## src/rtl/decode_pkg.sv

```systemverilog
// Shared types for the decode stage: instruction format enum, base opcodes,
// the registered slot record and the opcode-to-format classifier.
package decode_pkg;

   // Instruction format derived purely from the opcode.
   typedef enum logic [2:0] {
      ITYPE_NONE = 3'd0,
      ITYPE_R    = 3'd1,
      ITYPE_I    = 3'd2,
      ITYPE_S    = 3'd3,
      ITYPE_SB   = 3'd4,
      ITYPE_U    = 3'd5,
      ITYPE_UJ   = 3'd6
   } itype_e;

   localparam logic [6:0] OPC_OP     = 7'b0110011;
   localparam logic [6:0] OPC_OP_IMM = 7'b0010011;
   localparam logic [6:0] OPC_LOAD   = 7'b0000011;
   localparam logic [6:0] OPC_JALR   = 7'b1100111;
   localparam logic [6:0] OPC_SYSTEM = 7'b1110011;
   localparam logic [6:0] OPC_STORE  = 7'b0100011;
   localparam logic [6:0] OPC_BRANCH = 7'b1100011;
   localparam logic [6:0] OPC_LUI    = 7'b0110111;
   localparam logic [6:0] OPC_AUIPC  = 7'b0010111;
   localparam logic [6:0] OPC_JAL    = 7'b1101111;

   // Width-independent slot fields; PC and immediate are held beside this
   // record because their widths follow the module parameters.
   typedef struct packed {
      logic [6:0] opcode;
      logic [2:0] func3;
      logic [6:0] func7;
      logic [4:0] rs1;
      logic [4:0] rs2;
      logic [4:0] rd;
      itype_e     itype;
      logic       rd_we;
      logic       rs1_used;
      logic       rs2_used;
   } decoded_t;

   // Map a 7-bit opcode onto its encoding format; anything unrecognised is NONE.
   function automatic itype_e opcode_fmt(input logic [6:0] opc);
      itype_e fmt;
      case (opc)
         OPC_OP:                                   fmt = ITYPE_R;
         OPC_OP_IMM, OPC_LOAD, OPC_JALR, OPC_SYSTEM: fmt = ITYPE_I;
         OPC_STORE:                                fmt = ITYPE_S;
         OPC_BRANCH:                               fmt = ITYPE_SB;
         OPC_LUI, OPC_AUIPC:                       fmt = ITYPE_U;
         OPC_JAL:                                  fmt = ITYPE_UJ;
         default:                                  fmt = ITYPE_NONE;
      endcase
      return fmt;
   endfunction

endpackage

```

## src/rtl/decode_imm_gen.sv

```systemverilog
// Immediate generator: assembles the format-specific immediate as a 32-bit
// value, then sign-extends it to XLEN. R and NONE formats yield zero.
module decode_imm_gen
   import decode_pkg::*;
#(
   parameter int XLEN = 32
) (
   input  logic [31:0]     instr_i,
   input  itype_e          itype_i,
   output logic [XLEN-1:0] immed_o
);

   logic [31:0] imm32;
   logic        unused_opc;

   // Opcode bits never contribute to an immediate.
   assign unused_opc = ^instr_i[6:0];

   // Scatter-gather of immediate bits per format, sign taken from instr[31].
   always_comb begin
      imm32 = '0;
      case (itype_i)
         ITYPE_I:  imm32 = {{20{instr_i[31]}}, instr_i[31:20]};
         ITYPE_S:  imm32 = {{20{instr_i[31]}}, instr_i[31:25], instr_i[11:7]};
         ITYPE_SB: imm32 = {{19{instr_i[31]}}, instr_i[31], instr_i[7],
                            instr_i[30:25], instr_i[11:8], 1'b0};
         ITYPE_U:  imm32 = {instr_i[31:12], 12'b0};
         ITYPE_UJ: imm32 = {{11{instr_i[31]}}, instr_i[31], instr_i[19:12],
                            instr_i[20], instr_i[30:21], 1'b0};
         default:  imm32 = '0;
      endcase
   end

   // Signed size cast replicates bit 31 up to XLEN (no-op when XLEN is 32).
   assign immed_o = XLEN'($signed(imm32));

endmodule

```

## src/rtl/decode_stage.sv

```systemverilog
// RV32/RV64 integer decode stage: opcode-driven format classification,
// field gating, immediate generation and a single valid/ready output slot
// with stall and flush. Optional illegal-instruction flag under the macro
// DECODE_ILLEGAL_EN (adds the illegal_o port when defined).
module decode_stage
   import decode_pkg::*;
#(
   parameter int XLEN = 32,
   parameter int PC_W = XLEN
) (
   input  logic            clk_i,
   input  logic            DECrst_i,
   input  logic            flush_i,
   input  logic            in_valid_i,
   output logic            in_ready_o,
   input  logic [31:0]     instr_i,
   input  logic [PC_W-1:0] pc_i,
   output logic            out_valid_o,
   input  logic            out_ready_i,
   output logic [PC_W-1:0] pc_o,
   output logic [6:0]      opcode_o,
   output logic [2:0]      func3_o,
   output logic [6:0]      func7_o,
   output logic [4:0]      rs1_o,
   output logic [4:0]      rs2_o,
   output logic [4:0]      rd_o,
   output logic [XLEN-1:0] immed_o,
   output itype_e          itype_o,
   output logic            rd_we_o,
   output logic            rs1_used_o,
   output logic            rs2_used_o
`ifdef DECODE_ILLEGAL_EN
   ,
   output logic            illegal_o
`endif
);

   itype_e          fmt_raw;
   itype_e          fmt;
   decoded_t        dec_d, slot_q;
   logic [XLEN-1:0] imm_d, imm_q;
   logic [PC_W-1:0] pc_q;
   logic            valid_q;
   logic            accept;
   logic            has_rd, has_rs1, has_rs2;

   assign fmt_raw = opcode_fmt(instr_i[6:0]);

`ifdef DECODE_ILLEGAL_EN
   logic illegal_d, illegal_q;

   // Illegal encodings are forced to NONE so they carry no side effects.
   always_comb begin
      illegal_d = 1'b0;
      if (instr_i[1:0] != 2'b11)
         illegal_d = 1'b1;
      if (fmt_raw == ITYPE_NONE)
         illegal_d = 1'b1;
      if (fmt_raw == ITYPE_R && instr_i[31:25] != 7'b0000000 && instr_i[31:25] != 7'b0100000)
         illegal_d = 1'b1;
      if (fmt_raw == ITYPE_SB && (instr_i[14:12] == 3'b010 || instr_i[14:12] == 3'b011))
         illegal_d = 1'b1;
      if (fmt_raw == ITYPE_S && instr_i[14:12] > 3'b010)
         illegal_d = 1'b1;
   end

   assign fmt = illegal_d ? ITYPE_NONE : fmt_raw;

   // Illegal flag travels with the slot and obeys the same load enable.
   always_ff @(posedge clk_i or negedge DECrst_i) begin
      if (!DECrst_i)
         illegal_q <= 1'b0;
      else if (accept)
         illegal_q <= illegal_d;
   end

   assign illegal_o = illegal_q;
`else
   assign fmt = fmt_raw;
`endif

   assign has_rd  = fmt inside {ITYPE_R, ITYPE_I, ITYPE_U, ITYPE_UJ};
   assign has_rs1 = fmt inside {ITYPE_R, ITYPE_I, ITYPE_S, ITYPE_SB};
   assign has_rs2 = fmt inside {ITYPE_R, ITYPE_S, ITYPE_SB};

   // Field extraction with every format-undefined field forced to zero.
   always_comb begin
      dec_d          = '0;
      dec_d.opcode   = instr_i[6:0];
      dec_d.func3    = has_rs1 ? instr_i[14:12] : 3'd0;
      dec_d.func7    = (fmt == ITYPE_R) ? instr_i[31:25] : 7'd0;
      dec_d.rs1      = has_rs1 ? instr_i[19:15] : 5'd0;
      dec_d.rs2      = has_rs2 ? instr_i[24:20] : 5'd0;
      dec_d.rd       = has_rd ? instr_i[11:7] : 5'd0;
      dec_d.itype    = fmt;
      dec_d.rd_we    = has_rd && (instr_i[11:7] != 5'd0);
      dec_d.rs1_used = has_rs1;
      dec_d.rs2_used = has_rs2;
   end

   decode_imm_gen #(
      .XLEN (XLEN)
   ) u_imm_gen (
      .instr_i (instr_i),
      .itype_i (fmt),
      .immed_o (imm_d)
   );

   assign in_ready_o = !flush_i && (!valid_q || out_ready_i);
   assign accept     = in_valid_i && in_ready_o;

   // Output slot: flush kills, accept loads, consume-without-refill drains.
   always_ff @(posedge clk_i or negedge DECrst_i) begin
      if (!DECrst_i) begin
         valid_q <= 1'b0;
         pc_q    <= '0;
         slot_q  <= '0;
         imm_q   <= '0;
      end else if (flush_i) begin
         valid_q <= 1'b0;
      end else if (accept) begin
         valid_q <= 1'b1;
         pc_q    <= pc_i;
         slot_q  <= dec_d;
         imm_q   <= imm_d;
      end else if (out_ready_i) begin
         valid_q <= 1'b0;
      end
   end

   assign out_valid_o = valid_q;
   assign pc_o        = pc_q;
   assign opcode_o    = slot_q.opcode;
   assign func3_o     = slot_q.func3;
   assign func7_o     = slot_q.func7;
   assign rs1_o       = slot_q.rs1;
   assign rs2_o       = slot_q.rs2;
   assign rd_o        = slot_q.rd;
   assign immed_o     = imm_q;
   assign itype_o     = slot_q.itype;
   assign rd_we_o     = slot_q.rd_we;
   assign rs1_used_o  = slot_q.rs1_used;
   assign rs2_used_o  = slot_q.rs2_used;

endmodule

```

## config.mk

```make
export PLATFORM = sky130hd
export DESIGN_NAME = decode_stage
export DESIGN_NICKNAME = d
export VERILOG_FILES = /design/src/rtl/decode_pkg.sv /design/src/rtl/decode_imm_gen.sv /design/src/rtl/decode_stage.sv
export SDC_FILE = /design/constraint.sdc
export NUM_CORES = 1
export LEC_CHECK = 0
export BUFFER_PORTS_ARGS = -buffer_cell sky130_fd_sc_hd__buf_2
export CAP_MARGIN = 0
export CORE_ASPECT_RATIO = 0.6
export CORE_MARGIN = 2
export CORE_UTILIZATION = 50
export CTS_CLUSTER_SIZE = 40
export DETAILED_ROUTE_END_ITERATION = 8
export PLACE_DENSITY_LB_ADDON = 0.08
export REMOVE_ABC_BUFFERS = 1
export SLEW_MARGIN = 40
export SYNTH_ARGS = -nofsm -noshare
export SYNTH_HDL_FRONTEND = slang
export SYNTH_SLANG_ARGS = --single-unit
```

## constraint.sdc

```tcl
create_clock -name clk_i -period 4.8 [get_ports clk_i]
set_clock_uncertainty 0.2 [all_clocks]
set_input_delay 0.48 -clock clk_i [delete_from_list [all_inputs] [get_ports clk_i]]
set_output_delay 0.48 -clock clk_i [all_outputs]
set_load 0.02 [all_outputs]
```

==> metrics.yaml, run 1 <==
first_pass_iters: 4
worstPathCellList: "nor2b_1, nor2_1, nand2_4, buf_4, nand2_1, o21ai_2"
finalHoldViolations: 0
cts_buffer_depth: 2
syn-instance-count: 455
tritoncts.num_buffers: 9
worst_path_arrival_ps: 2460
cpLargestDelayFamily: "simple AND/OR/NAND/NOR gates"
worst_r2r_path_depth: 6
outcome: "finished clean"
critical_path_start_type: "register"
antenna_found_initial: 0
cts_tree: "yes"
timing.hold.worst_path_depth: 3
post-cts-setup-buffers: 0
antenna_cells_inserted: 0
vias_in_the_first_global_route: 3782
p_per_area_mw_per_mm2: 359
critical_path_buffer_and_inverter_count: 1
path_class_of_the_lowest_slack_min_delay_path: "in2reg"
fin_crit_ps: 2390
fraction_of_final_layout_cells_with_drive_strength_greater_than_1: 0.365
setup_repair_after_global_routing_missed_its_margin: "false"
setup_viol: 0
maxSlewHeadroom: 0.526
cts_h_tree_depth: 3
synth_seq_area_share: 0.578
routed-via-count: 3931
drt-initial-drc-count: 330
worst_pin_slew_ps: 711
dp_worst_setup_slack_ps: 2130
critical_path.max_fanout: 66
finalSetupTns_ps: 0
final.period_utilization: 0.497
whs_ps: 121
seqCellArea_mm2: 0.00258
fillerInstances: 746
worst_hold_path.endpoint: "pc_o[7]$_DFFE_PN0P_"
number_of_max_capacitance_violations_reported: 0
synth.distinct_cells: 47
ios: 173
worst_ir_drop_vdd_uv: 201
reg2reg_from: "out_valid_o$_DFFE_PN0P_"
grt.busiest_layer: "met2"
route.detailed.drc: 0
post_drt_via_cell_ratio: 5.37
rr_endpoint: "immed_o[17]$_DFFE_PN0P_"
regToRegSetupSlack_ps: 2410
portBuffers: 172
initial_util: 0.519
synth.ff_latch_count: 103
globalRouteMet3Util: 0.0768
post_syn_area_mm2: 0.00446
clock_latency_reported_for_the_late_side_of_the_worst_skew_pair_ps: 340
grt_pass1_wl_mm: 19.8
final_antenna_net_count: 0
fin_nets: 685
worst_slack_ps: 2410
grt_util_all_layers: 0.256
use_met1: 0.376
die_area_mm2: 0.00971
criticalPathCategory: "reg2reg"
max_freq_ghz: 0.419
grt_max_degree: 72
clkTransAtPathRegs_ps: 70
ys.warnings.count: 0
std_cell_rows: 26
end_kind: "register"
multi_input_area_mm2: 0.00174
cts_root_buf: "sky130_fd_sc_hd__clkbuf_16"
syn2layout_area_growth_pct: 28.3
gr-usage-met2: 0.377
floorplan.die.height_um: 77.2
grt_remaining_overflow: 0
dp_hpwl_mm: 8.47
slowest_stage: "sky130_fd_sc_hd__nand2_4"
power.leakage_uw: 0.00311
route.final.wire_length_mm: 12.0
clock_sinks: 103
cp_data_required_time_ps: 4880
timing.hold.worst.start: "pc_i[7]"
report.final.slew_viol_count: 0
die_x_um: 126
timing.critical_path.slowest_cell_delay_ps: 530
finalWeightedCongestion: 0.839
floorplan.core_area_mm2: 0.00859
routed_wire_length_per_instance_um: 16.5
postSynthAreaPerCell_um2: 9.80
-- power by group --
group / total (uW) / switching [uW] / internal [uW] / leakage [uW]
sequential: 954 / 28.8 / 926 / 0.00137
combinational: 319 / 218 / 102 / 0.00159
clock: 782 / 323 / 458 / 0.000150
-- cells in the mapped netlist (all sizes together) --
| cell type | n | area (um^2) |
|---|---|---|
| a211oi | 1 | 12.5 |
| a21o | 2 | 15.0 |
| a21oi | 26 | 130 |
| a22o | 24 | 210 |
| a22oi | 4 | 30.0 |
| a31oi | 5 | 46.3 |
| a32oi | 1 | 8.76 |
| and2 | 3 | 18.8 |
| and2b | 1 | 7.51 |
| and4 | 1 | 11.3 |
| buf | 21 | 130 |
| clkbuf | 7 | 26.3 |
| dfrtp | 103 | 2580 |
| inv | 4 | 15.0 |
| mux2i | 1 | 10.0 |
| nand2 | 164 | 618 |
| nand2b | 1 | 6.26 |
| nand3 | 14 | 70.1 |
| nand3b | 1 | 7.51 |
| nor2 | 12 | 47.6 |
| nor2b | 3 | 21.3 |
| nor3 | 5 | 35.0 |
| nor3b | 2 | 20.0 |
| nor4 | 1 | 12.5 |
| o2111a | 1 | 11.3 |
| o2111ai | 1 | 8.76 |
| o211ai | 1 | 12.5 |
| o21a | 2 | 15.0 |
| o21ai | 34 | 245 |
| o22ai | 1 | 12.5 |
| o31a | 1 | 8.76 |
| o41ai | 2 | 17.5 |
| or3 | 1 | 6.26 |
| or4 | 1 | 7.51 |
| xnor2 | 2 | 17.5 |
| xor2 | 1 | 8.76 |
-- final cells by class --
| type | count | share of cell area |
|---|---|---|
| flip-flops and latches | 103 | 0.451 |
| well taps | 112 | 0.0245 |
| multi-input cells | 320 | 0.304 |
| clock inverters | 6 | 0.0166 |
| inverters | 4 | 0.00263 |
| repair buffers | 178 | 0.163 |
| clock buffers | 9 | 0.0394 |
-- metrics by stage --
step	power (uW)	cells	area, um^2	util
floorplan	1140	427	4300	-
global placement	1280	714	5340	0.622
detailed placement	1290	716	5380	0.626
CTS	2080	732	5710	0.664
global route	2150	732	5720	0.666
finish	2060	732	5720	0.666
-- layer usage --
metal	vias to the layer above	routed length, um
li1	1866	-
met1	1908	5540
met2	151	5500
met3	6	936
met4	0	75
met5	-	0
-- registers in the layout (all words and copies together) (netlist names), 3 cells and up --
signal	count
immed_o	32
pc_o	32
func7_o	7
opcode_o	7
rd_o	5
rs1_o	5
rs2_o	5
func3_o	3
itype_o	3
-- how the worst max path moves through the flow --
stage | from | end | slack (ps) | cells after the start
3_5_place_dp | instr_i[2] | immed_o[20]$_DFFE_PN0P_ | 2130 | 8
4_1_cts | out_valid_o$_DFFE_PN0P_ | func7_o[1]$_DFFE_PN0P_ | 2240 | 5
5_1_grt | out_valid_o$_DFFE_PN0P_ | immed_o[17]$_DFFE_PN0P_ | 2190 | 6
6_report | out_valid_o$_DFFE_PN0P_ | immed_o[17]$_DFFE_PN0P_ | 2410 | 6
2_1_floorplan | out_valid_o$_DFFE_PN0P_ | func7_o[0]$_DFFE_PN0P_ | 1060 | 5
3_3_place_gp | instr_i[6] | immed_o[19]$_DFFE_PN0P_ | 1940 | 6
-- logic make-up after synthesis --
logic type | synth area share
compound gates | 0.176
buf+inv | 0.0384
mux | 0.00224
xor+xnor | 0.00589
simple gates | 0.200
flops | 0.578
-- what timing repair did --
item / CTS / global route
hold buffers: 1 / 0
hold endpoints to repair: 70 / 0
endpoints found under the setup margin: 0 / 0
resized for setup: 0 / 0
-- placed cells by master (no fill, tap or decap), types with 3 or more instances in the layout --
master / netlist / routed
sky130_fd_sc_hd__buf_2: 14 / 171
sky130_fd_sc_hd__nand2_1: 163 / 162
sky130_fd_sc_hd__dfrtp_1: 103 / 103
sky130_fd_sc_hd__a21oi_1: 26 / 25
sky130_fd_sc_hd__a22o_1: 24 / 24
sky130_fd_sc_hd__o21ai_2: 20 / 20
sky130_fd_sc_hd__nand3_1: 14 / 14
sky130_fd_sc_hd__o21ai_0: 12 / 12
sky130_fd_sc_hd__nor2_1: 11 / 11
sky130_fd_sc_hd__clkbuf_16: 0 / 9
sky130_fd_sc_hd__a31oi_1: 4 / 4
sky130_fd_sc_hd__inv_1: 4 / 4
sky130_fd_sc_hd__a22oi_1: 4 / 4
sky130_fd_sc_hd__and2_1: 3 / 3
sky130_fd_sc_hd__nor3_1: 3 / 3
sky130_fd_sc_hd__buf_4: 1 / 3
-- tightest hold or removal path, delay by kind of cell --
family / cells / cell delay (ps)
simple gates: 2 / 80
buf+inv: 1 / 70
No activity file was read; power rests on OpenSTA's default activity.
==> inputs of run 2 (changes only) <==
--- a/config.mk
+++ b/config.mk
@@ -9,7 +9,7 @@
 export CAP_MARGIN = 0
 export CORE_ASPECT_RATIO = 0.6
 export CORE_MARGIN = 2
-export CORE_UTILIZATION = 50
+export CORE_UTILIZATION = 44
 export CTS_CLUSTER_SIZE = 40
 export DETAILED_ROUTE_END_ITERATION = 8
 export PLACE_DENSITY_LB_ADDON = 0.08
==> constraint.sdc (replaced) <==
create_clock -name clk_i -period 2.04 [get_ports clk_i]
set_clock_uncertainty 0.2 [all_clocks]
set_input_delay 0.204 -clock clk_i [delete_from_list [all_inputs] [get_ports clk_i]]
set_output_delay 0.204 -clock clk_i [all_outputs]
set_load 0.02 [all_outputs]
==> metrics.yaml, run 2 (same netlist as run 1, synthesis figures left out) <==
outcome: "finished clean"  # unchanged
drt-initial-drc-count: 299  # was 330
most_common_library_cell_in_the_layout_ignoring_fill_and_taps: "sky130_fd_sc_hd__buf_2"  # unchanged
whs_ps: 40.9  # was 121 ps
p_per_area_mw_per_mm2: 733  # was 359 mW/mm^2
grt_pass1_wl_mm: 21.0  # was 19.8 mm
grt_max_degree: 51  # was 72
end_kind: "register"  # unchanged
rr_endpoint: "immed_o[18]$_DFFE_PN0P_"  # was immed_o[17]$_DFFE_PN0P_
cts_root_buf: "sky130_fd_sc_hd__clkbuf_16"  # unchanged
number_of_max_capacitance_violations_reported: 0  # unchanged
route.detailed.drc: 0  # unchanged
die_area_mm2: 0.0110  # was 0.00971 mm^2
regToRegSetupSlack_ps: 150  # was 2410 ps
clock_sinks: 103  # unchanged
placed_cell_area_mm2: 0.00556  # was 0.00538 mm^2
setup.worst_path.end: "immed_o[18]$_DFFE_PN0P_"  # was immed_o[17]$_DFFE_PN0P_
worst_r2r_path_depth: 7  # was 6
report.final.slew_viol_count: 0  # unchanged
fraction_of_final_layout_cells_with_drive_strength_greater_than_1: 0.348  # was 0.365
critical_path.max_fanout: 13  # was 66
floorplan.die.height_um: 82.0  # was 77.2 um
power.leakage_uw: 0.00349  # was 0.00311 uW
critical_path_start_type: "input pin"  # was register
layout.cells.most_common_list: "171 x sky130_fd_sc_hd__buf_2, 162 x sky130_fd_sc_hd__nand2_1, 103 x sky130_fd_sc_hd__dfrtp_1, 65 x sky130_fd_sc_hd__dlygate4sd3_1, 26 x sky130_fd_sc_hd__a21oi_1"  # was 171 x sky130_fd_sc_hd__buf_2, 162 x sky130_fd_sc_hd__nand2_1, 103 x sky130_fd_sc_hd__dfrtp_1, 25 x sky130_fd_sc_hd__a21oi_1, 24 x sky130_fd_sc_hd__a22o_1
netSwitchingPower_uw: 1340  # was 570 uW
portBuffers: 172  # unchanged
initial_util: 0.453  # was 0.519
routed_wire_length_per_instance_um: 15.5  # was 16.5 um
reg2reg_from: "out_valid_o$_DFFE_PN0P_"  # unchanged
route.final.wire_length_mm: 13.0  # was 12.0 mm
worst_setup_path_startpoint: "instr_i[0]"  # was out_valid_o$_DFFE_PN0P_
seq_power_share: 0.468  # was 0.464
finalWeightedCongestion: 0.946  # was 0.839
clock_latency_reported_for_the_late_side_of_the_worst_skew_pair_ps: 340  # about the same
max_freq_ghz: 0.507
antenna_cells_inserted: 0  # unchanged
power.share.switching: 0.278  # was 0.277
cell_area_after_layout_mm2: 0.00654  # was 0.00572 mm^2
grt_util_all_layers: 0.245  # was 0.256
setup_viol: 0  # unchanged
dp_hpwl_mm: 8.89  # was 8.47 mm
grt_remaining_overflow: 0  # unchanged
worst_ir_drop_vdd_uv: 453  # was 201 uV
setup_repair_after_global_routing_missed_its_margin: "true"  # was false
cts_buffer_depth: 2  # unchanged
floorplan.core_area_mm2: 0.00984  # was 0.00859 mm^2
cts_h_tree_depth: 3  # unchanged
worst_pin_slew_ps: 522  # was 711 ps
routed-via-count: 4258  # was 3931
std_cell_rows: 28  # was 26
final.period_utilization: 0.967
ios: 173  # unchanged
final_antenna_net_count: 0  # unchanged
criticalPathCategory: "in2reg"  # was reg2reg
maxSlewHeadroom: 0.652  # was 0.526
clkTransAtPathRegs_ps: 70  # about the same
comb_power_share: 0.184  # was 0.155
clkPwrFrac: 0.348  # was 0.380
die_x_um: 134  # was 126 um
cts_tree: "yes"  # unchanged
post_drt_via_cell_ratio: 5.08  # was 5.37
cp_data_required_time_ps: 2060  # was 4880 ps
p_int_uw: 3460  # was 1490 uW
fin_nets: 770  # was 685
tritoncts.num_buffers: 9  # unchanged
path_class_of_the_lowest_slack_min_delay_path: "in2reg"  # unchanged
finalHoldViolations: 0  # unchanged
power_uw: 4790  # was 2060 uW
first_pass_iters: 4  # unchanged
worst_path_arrival_ps: 2000  # was 2460 ps
antenna_found_initial: 0  # unchanged
fin_crit_ps: 1970
syn2layout_area_growth_pct: 46.7  # was 28.3%
vias_in_the_first_global_route: 4178  # was 3782
[run 2: repair_timing]
action                                  4_1_cts  5_1_grt
setup buffers                                 0        4
endpoints found under the setup margin        0       22
gates resized for setup                       0        1
hold endpoints to repair                    122        0
hold buffers                                 65        0
[run 2: metal layers]
| metal | up-vias | global-route usage | wire (um) |
|---|---|---|---|
| met4 | 0 | 0.0617 | 148 |
| met1 | 2062 | 0.348 | 6200 |
| met3 | 12 | 0.0556 | 888 |
| met5 | - | 0 | 0 |
| li1 | 2027 | - | - |
| met2 | 157 | 0.385 | 5800 |
[run 2: worst min-delay path by stage]
stage / from / endpoint / slack, ps / cells after the start
2_1_floorplan: DECrst_i / func3_o[0]$_DFFE_PN0P_ / -290 / 0
3_3_place_gp: DECrst_i / pc_o[22]$_DFFE_PN0P_ / -7 / 1
3_5_place_dp: DECrst_i / pc_o[4]$_DFFE_PN0P_ / -2 / 1
4_1_cts: instr_i[5] / itype_o[0]$_DFFE_PN0P_ / 30 / 3
5_1_grt: instr_i[5] / itype_o[0]$_DFFE_PN0P_ / 70 / 3
6_report: instr_i[5] / itype_o[0]$_DFFE_PN0P_ / 40 / 3
[run 2: metrics by stage]
stage | setup WS [ps] | instances | setup TNS (ps) | utilization
after global routing | -27.7 | 839 | -98.0 | 0.665
after detailed placement | 116 | 756 | 0 | 0.565
final | 67.5 | 839 | 0 | 0.665
after CTS | 22.7 | 835 | 0 | 0.660
after floorplan | -1700 | 427 | -131000 | -
after global placement | 109 | 756 | 0 | 0.565
[run 2: final cells by class]
class	count	area, um^2
Timing Repair Buffer	263	1770
Sequential cell	103	2580
Tap cell	135	169
Multi-Input combinational cell	320	1730
Inverter	4	15.0
Clock inverter	4	48.8
Fill cell	821	3300
Clock buffer	10	229
[run 2: worst max-delay path, stage by stage]
cell	delay, ps
sky130_fd_sc_hd__dlygate4sd3_1	530
sky130_fd_sc_hd__buf_2	150
sky130_fd_sc_hd__and2_1	150
sky130_fd_sc_hd__and4_4	170
sky130_fd_sc_hd__o21a_4	220
sky130_fd_sc_hd__a31oi_4	220
sky130_fd_sc_hd__buf_12	140
sky130_fd_sc_hd__buf_12	140
sky130_fd_sc_hd__o21ai_2	70
[run 2: power by group through the flow]
stage | registers [uW] | clock network [uW] | logic (uW)
after floorplan | 2460 | 0 | 216
after global placement | 2280 | 0 | 774
after detailed placement | 2280 | 0 | 785
after CTS | 2240 | 1700 | 883
after global routing | 2260 | 1770 | 962
final | 2250 | 1670 | 882
